## src/rtl/feature_vector_loader.sv

```systemverilog
// Double-buffered int8 feature-vector assembler: streams elements into a fill buffer, swaps to a stable output buffer.
// Optional framing check against s_last is enabled by defining FRAME_CHECK_EN.
module feature_vector_loader #(
   parameter int VEC_LEN = 16,
   parameter int DATA_W  = 8
) (
   input  logic                     clk,
   input  logic                     rst_n,
   input  logic                     s_valid,
   output logic                     s_ready,
   input  logic signed [DATA_W-1:0] s_data,
   input  logic                     s_last,
   output logic signed [DATA_W-1:0] vec_out [0:VEC_LEN-1],
   output logic                     vec_valid,
   input  logic                     vec_ack,
   output logic                     frame_err,
   output logic [7:0]               err_cnt
);

   localparam int CW = (VEC_LEN > 1) ? $clog2(VEC_LEN) : 1;
   localparam logic [CW-1:0] LAST_IDX = CW'(VEC_LEN - 1);

   typedef enum logic {FILL, HOLD} state_t;

   state_t                    state_q, state_d;
   logic [CW-1:0]             cnt_q, cnt_d;
   logic signed [DATA_W-1:0]  fill_q [0:VEC_LEN-1];
   logic signed [DATA_W-1:0]  fill_d [0:VEC_LEN-1];
   logic signed [DATA_W-1:0]  out_q  [0:VEC_LEN-1];
   logic signed [DATA_W-1:0]  out_d  [0:VEC_LEN-1];
   logic                      vld_q, vld_d;
   logic                      accept, at_end, bad, complete, swap;

`ifdef FRAME_CHECK_EN
   logic       ferr_q, ferr_d;
   logic [7:0] errcnt_q, errcnt_d;

   assign bad       = accept && (s_last != at_end);
   assign frame_err = ferr_q;
   assign err_cnt   = errcnt_q;
`else
   logic unused_s_last;

   assign unused_s_last = s_last;
   assign bad           = 1'b0;
   assign frame_err     = 1'b0;
   assign err_cnt       = '0;
`endif

   assign s_ready   = (state_q == FILL);
   assign vec_valid = vld_q;
   assign vec_out   = out_q;

   assign accept   = s_valid && (state_q == FILL);
   assign at_end   = (cnt_q == LAST_IDX);
   assign complete = (accept && at_end && !bad) || (state_q == HOLD);
   assign swap     = complete && (!vld_q || vec_ack);

   always_comb begin
      fill_d  = fill_q;
      out_d   = out_q;
      vld_d   = vld_q;
      cnt_d   = cnt_q;
      state_d = state_q;
      if (accept) fill_d[cnt_q] = s_data;
      // The swap copies fill_d so the element accepted on this edge lands in the output too.
      if (swap) out_d = fill_d;
      if (vec_ack) vld_d = 1'b0;
      if (swap) vld_d = 1'b1;
      if (bad) begin
         cnt_d = '0;
      end else if (swap) begin
         cnt_d   = '0;
         state_d = FILL;
      end else if (complete) begin
         state_d = HOLD;
      end else if (accept) begin
         cnt_d = cnt_q + 1'b1;
      end
`ifdef FRAME_CHECK_EN
      ferr_d   = bad;
      errcnt_d = errcnt_q;
      if (bad && (errcnt_q != 8'hFF)) errcnt_d = errcnt_q + 8'd1;
`endif
   end

   always_ff @(posedge clk or negedge rst_n) begin
      if (!rst_n) begin
         state_q <= FILL;
         cnt_q   <= '0;
         vld_q   <= 1'b0;
         fill_q  <= '{default: '0};
         out_q   <= '{default: '0};
`ifdef FRAME_CHECK_EN
         ferr_q   <= 1'b0;
         errcnt_q <= '0;
`endif
      end else begin
         state_q <= state_d;
         cnt_q   <= cnt_d;
         vld_q   <= vld_d;
         fill_q  <= fill_d;
         out_q   <= out_d;
`ifdef FRAME_CHECK_EN
         ferr_q   <= ferr_d;
         errcnt_q <= errcnt_d;
`endif
      end
   end

endmodule

```

## config.mk

```make
export PLATFORM = sky130hd
export DESIGN_NAME = feature_vector_loader
export DESIGN_NICKNAME = d
export VERILOG_FILES = /design/src/rtl/feature_vector_loader.sv
export SDC_FILE = /design/constraint.sdc
export NUM_CORES = 1
export LEC_CHECK = 0
export ABC_AREA = 1
export BUFFER_PORTS_ARGS = -buffer_cell sky130_fd_sc_hd__buf_2
export CORE_AREA = 3 3 127 191
export CTS_CLUSTER_SIZE = 30
export DETAILED_ROUTE_END_ITERATION = 6
export DIE_AREA = 0 0 130 194
export PLACE_DENSITY = 0.67
export SLEW_MARGIN = 40
export SYNTH_ARGS = -nofsm -noshare
export SYNTH_HDL_FRONTEND = slang
export SYNTH_SLANG_ARGS = --single-unit
```

## constraint.sdc

```tcl
create_clock -name clk -period 1.55 [get_ports clk]
set_input_delay 0.2325 -clock clk [delete_from_list [all_inputs] [get_ports clk]]
set_output_delay 0.2325 -clock clk [all_outputs]
set_load 0.03 [all_outputs]
```

==> flow_metrics.tcl, run 1 <==
set metrics [dict create \
    outcome "complete, but fails checks" \
    violations "negative setup slack" \
    gp_congestion 0.823 \
    dieArea_um2 25200 \
    syn_area_per_cell_um2 8.69 \
    vias 8203 \
    synth_xor_area_frac 0 \
    slew_violations 0 \
    post-route-min-period_ps 1650 \
    holdWs_ps 94.7 \
    cp_common_cell "nor2_4" \
    setup_violations 133 \
    fin_crit_sh 1.06 \
    fin_worst_skew_ps 13.5 \
    diodes 0 \
    synth.distinct_cells 18 \
    seq_area_frac_synth 0.645 \
    root_buffer "clkbuf_16" \
    synth_fa_ha_area_frac 0.00492 \
    io_buffers 141 \
    dp_hpwl_um 16200 \
    cts_buffers 25 \
    fp.coreArea_um2 22900 \
    worstSetupStartpointType "flop" \
    slew_headroom 0.615 \
    postRouteAntennaNets 0 \
    grt_max_degree 60 \
    dr.pass1.iters 5 \
    netlist_instances 1170 \
    hold_violations 0 \
    p_leak_uw 0.00763 \
    io_pins 152 \
    synth_warnings 0 \
    worstPathCellList "ha_4 -> nand3_4 -> nor2_4 -> nor2_4 -> nor2_4 -> buf_8 -> clkbuf_16 -> nand2_1 -> nand2_1" \
    cp_top_family "simple AND/OR/NAND/NOR gates" \
    slowest_delay_ps 420 \
    die_w_um 130 \
    setup_ws_ps -97.1 \
    setup-tns-final_ps -7220 \
    ir_drop_uv 1110 \
    synth-simple-area-share 0.309 \
    fp.dieH_um 194 \
    critPathKind "reg2reg" \
    cp-end-kind "flop" \
    synth_top_family_by_area "simple AND/OR/NAND/NOR gates" \
    cts_tree "yes" \
    worstMarginPinSlew_ps 578 \
    final_util 0.581 \
    routed_wl_um 27900 \
    clk_path_buf_depth 3 \
    cap_viol_max_count 0 \
    grt_antenna_before_repair 0 \
    clock_latency_ps 520 \
    layout_common_cells "nand2_1 (710), dfrtp_1 (259), buf_2 (139), nand2_2 (51), buf_4 (45)" \
    drt-initial-drc-count 490 \
    rsz0062_at_grt "true" \
    cts.clk_slew.worst_paths_ps 70 \
    dp_slack_ps -304 \
    grt_pass1_vias 8363 \
    synth_seq_cells 262 \
    drc 0 \
    routedWlPerCell_um 16.7 \
    initial_utilization 0.444 \
    clock_sink_count 262 \
    worstPathRequired_ps 2000 \
    grt_pass1_wl_um 43600 \
    worstPathMaxFanout 7 \
    crit_path_top_delay_cell "dfrtp_1" \
    layout-drive-gt1-share 0.269 \
    fmax_mhz 607 \
    syn_area_um2 10200 \
    power_density_nw_per_um2 2000 \
    hold_class "in2reg" \
    synth_compound_area_frac 0.00517 \
    final_common_cell "nand2_1" \
    h-tree-depth 1 \
    arrival_ps 2100 \
    area_growth_pct 30.8 \
    fin_nets 1389 \
    cp_num_buf_inv 2 \
    vias_per_cell 4.91 \
    synthMuxAreaShare 0 \
    grt.total_usage 0.216 \
    fp-row-count 68 \
    gr-total-overflow 0 \
]
## final cells by class
class	instances	area [µm²]
fill	2027	9590
sequential	262	6560
multi-input combinational	847	3750
timing repair buffer	224	1750
clock buffer	29	661
tap	280	350
clock inverter	15	178
inverter	12	50.0
## layer usage
layer / GRT usage / wire length (µm) / vias up
met1: 0.281 / 11600 / 3994
li1: - / - / 3940
met3: 0.0311 / 1340 / 46
met5: 0 / 0 / -
met2: 0.373 / 14300 / 223
met4: 0.0647 / 642 / 0
## final timing paths
kind	from	to	slack [ps]	cells past startpoint
min reg2reg	fill_q[84]	fill_q[84]	470	2
min in group asynchronous	rst_n	vec_out[4]	200	2
max reg2reg	cnt_q[0]	vec_out[75]	-100	9
max in group asynchronous	rst_n	vec_out[46]	680	3
min	vec_ack	state_q	90	4
max	cnt_q[0]	vec_out[75]	-100	9
## report_power, final
group	internal (µW)	switching (µW)
Combinational	3110	6480
Clock	3590	2670
Sequential	9530	1170
Total	16200	10300
## state kept, by name, summed over array words and instances (netlist names)
signal	cells
state_q	1
fill_q	128
cnt_q	4
vec_out	128
vec_valid	1
## stage by stage
step	instances	instance area, µm²	power (µW)
floorplan	1178	10200	16300
global placement	1596	11500	19000
detailed placement	1596	11500	19200
CTS	1656	12800	26100
global route	1669	13300	28200
finish	1669	13300	26500
## repair_timing
item | 4_1_cts | 5_1_grt
cloned | 5 | 6
buffers inserted | 10 | 8
endpoints found under the setup margin | 197 | 179
endpoints found under the hold margin | 103 | 0
pin swaps | 4 | 24
hold buffers | 1 | 0
gates resized for setup | 51 | 110
## worst register-to-register path, delay by kind of cell (launching register included)
family,cells,cell delay (ps)
DFF,1,420
adders and majority gates,1,180
and+or+nand+nor,6,590
buffers and inverters,2,390
## kinds of logic after synthesis
family | after synthesis
other | 1
adders and majority gates | 4
and+or+nand+nor | 824
AOI/OAI and AO/OA | 10
DFF | 262
buffers and inverters | 69
## synth_stat cells
library cell,n,share of area
buf_2,16,0.0079
o21bai_1,1,0.00074
nand2_1,775,0.29
o21ai_0,9,0.0044
nor2_2,2,0.0012
buf_4,22,0.016
nor2_1,25,0.0092
inv_2,1,0.00037
buf_1,8,0.0030
clkbuf_1,11,0.0041
ha_1,4,0.0049
dfrtp_1,262,0.65
nand3_1,19,0.0094
conb_1,1,0.00037
nand2_2,1,0.00062
nor2_4,1,0.0011
inv_1,11,0.0041
nand3_2,1,0.00099
Note: power is estimated with default switching activity, not from simulation.
==> run 2, diff against run 1 <==
--- a/config.mk
+++ b/config.mk
@@ -7,11 +7,12 @@
 export LEC_CHECK = 0
 export ABC_AREA = 1
 export BUFFER_PORTS_ARGS = -buffer_cell sky130_fd_sc_hd__buf_2
-export CORE_AREA = 3 3 127 191
+export CORE_AREA = 3 3 121 181
 export CTS_CLUSTER_SIZE = 30
 export DETAILED_ROUTE_END_ITERATION = 6
-export DIE_AREA = 0 0 130 194
-export PLACE_DENSITY = 0.67
+export DIE_AREA = 0 0 124 184
+export PLACE_DENSITY = 0.73
+export RECOVER_POWER = 100
 export SLEW_MARGIN = 40
 export SYNTH_ARGS = -nofsm -noshare
 export SYNTH_HDL_FRONTEND = slang
==> run 2 against run 1 <==
- the flow still finishes with violations (negative setup slack)
- clock skew fell by 3.8 ps
- register-to-register slack about the same
- cell count is 1.3% lower
- critical endpoint is now vec_out[99]
==> flow_metrics.tcl, run 2 (synthesis gave the netlist of run 1 again) <==
set metrics [dict create \
    outcome "complete, but fails checks" \
    violations "negative setup slack" \
    fin_worst_skew_ps 9.69 \
    layout_common_cells "nand2_1 (735), dfrtp_1 (259), buf_2 (109), buf_4 (39), nand2_2 (38)" \
    dr.pass1.iters 5 \
    postLayoutCellArea_um2 13100 \
    cp_num_cells 10 \
    slowest_delay_ps 370 \
    initial_utilization 0.496 \
    cp_common_cell "buf_6" \
    slew_headroom 0.147 \
    crit_path_top_delay_cell "dfrtp_1" \
    die_w_um 124 \
    cp_num_buf_inv 4 \
    rr_worst_depth 10 \
    worstPathCellList "buf_6 -> ha_4 -> nand3_4 -> buf_6 -> o21bai_4 -> nand2_4 -> buf_6 -> buf_12 -> nand2_1 -> nand2_1" \
    post_dp_cell_area_um2 11400 \
    cp-end-kind "flop" \
    reg2reg_to "vec_out[99]" \
    fin_nets 1385 \
    io_buffers 141 \
    grt_pass1_wl_um 43700 \
    post-route-min-period_ps 1650 \
    routedWlPerCell_um 17.1 \
    cts_buffers 23 \
    gp_congestion 0.799 \
    cts_tree "yes" \
    fillCellCount 1688 \
    dp_hpwl_um 15900 \
    setup_violations 132 \
    arrival_ps 2050 \
    clock_sink_count 262 \
    r2r_slack_ps -100 \
    gr-total-overflow 0 \
    rsz0062_at_grt "true" \
    root_buffer "clkbuf_16" \
    drt-initial-drc-count 614 \
    cts.clk_slew.worst_paths_ps 70 \
    p_leak_uw 0.00735 \
    fin_crit_sh 1.06 \
    io_pins 152 \
    fmax_mhz 607 \
    h-tree-depth 1 \
    min_delay_path_depth 4 \
    postRouteAntennaNets 0 \
    ir_drop_uv 1160 \
    setup.worst_path.start "cnt_q[1]" \
    grt_max_degree 48 \
    critPathKind "reg2reg" \
    cp_top_family "buffers and inverters" \
    grt.total_usage 0.244 \
    dieArea_um2 22800 \
    regToRegStartpoint "cnt_q[1]" \
    grt_antenna_before_repair 0 \
    clk_path_buf_depth 3 \
    slew_violations 0 \
    worstSetupStartpointType "flop" \
    power_density_nw_per_um2 2000 \
    final_common_cell "nand2_1" \
    grt_pass1_vias 8250 \
    hp-start "vec_ack" \
    whs_endpoint "state_q" \
    hold_violations 0 \
    worstMarginPinSlew_ps 1280 \
    fp.dieH_um 184 \
    cap_viol_max_count 0 \
    layout-drive-gt1-share 0.223 \
    final_util 0.640 \
    fp-row-count 64 \
    area_growth_pct 29.1 \
    fp.coreArea_um2 20500 \
    setup_ws_ps -98.4 \
    drc 0 \
    worstPathMaxFanout 18 \
    clock_latency_ps 510 \
    worstPathRequired_ps 1950 \
    hold_class "in2reg" \
    routed_wl_um 28100 \
    vias_per_cell 5.05 \
    vias 8322 \
]
==> run 2: cell type report <==
cell class	count	area, µm²	area share
Tap cell	264	330	0.0252
Multi-Input combinational cell	847	3640	0.278
Antenna cell	1	2.50	0.000191
Timing Repair Buffer	222	1750	0.133
Inverter	12	52.6	0.00401
Clock inverter	14	190	0.0145
Sequential cell	262	6560	0.500
Clock buffer	25	593	0.0452
==> run 2: worst register-to-register path, stage by stage (launching register included) <==
cell      delay (ps)
dfrtp_1          370
buf_6            110
ha_4             140
nand3_4          100
buf_6            150
o21bai_4         120
nand2_4          100
buf_6            150
buf_12           150
nand2_1          100
nand2_1           60
==> run 2: routing by layer <==
layer  global-route usage  part of all wire
met1                0.319              0.40
met2                0.417              0.51
met3               0.0302             0.058
met4               0.0899             0.035
met5                    0                 0
==> run 2: timing repair <==
| item | 4_1_cts | 5_1_grt |
|---|---|---|
| setup buffers | 13 | 6 |
| setup endpoints to repair | 155 | 182 |
| pin swaps | 5 | 6 |
| resized for setup | 66 | 58 |
| endpoints found under the hold margin | 46 | 0 |
| cloned | 8 | 7 |
| hold buffers | 1 | 0 |
==> run 2: worst max path at each step <==
stage	endpoint	slack [ps]
after floorplan	vec_out[100]	-10
after global placement	vec_out[15]	-50
after detailed placement	vec_out[120]	-120
after CTS	vec_out[111]	-40
after global routing	vec_out[40]	-160
final	vec_out[99]	-100
==> run 2: power by group <==
part           total, µW  switching [µW]  internal (µW)
Combinational       9550            6550           3000
Sequential         10700            1150           9530
Clock               6010            2550           3460
Total              26200           10200          16000
==> run 2: stage by stage <==
step / setup WS [ps] / hold WS, ps / TNS, ps / std cells / total power, µW
final: -98.4 / 137 / -5120 / 1647 / 26200
after global routing: -161 / 162 / -19610 / 1646 / 27800
after CTS: -44.6 / 111 / -2010 / 1634 / 26000
after detailed placement: -120 / 182 / -10830 / 1573 / 19200
after global placement: -45.6 / 177 / -2030 / 1573 / 18900
after floorplan: -12.1 / -63.1 / -1090 / 1178 / 16300
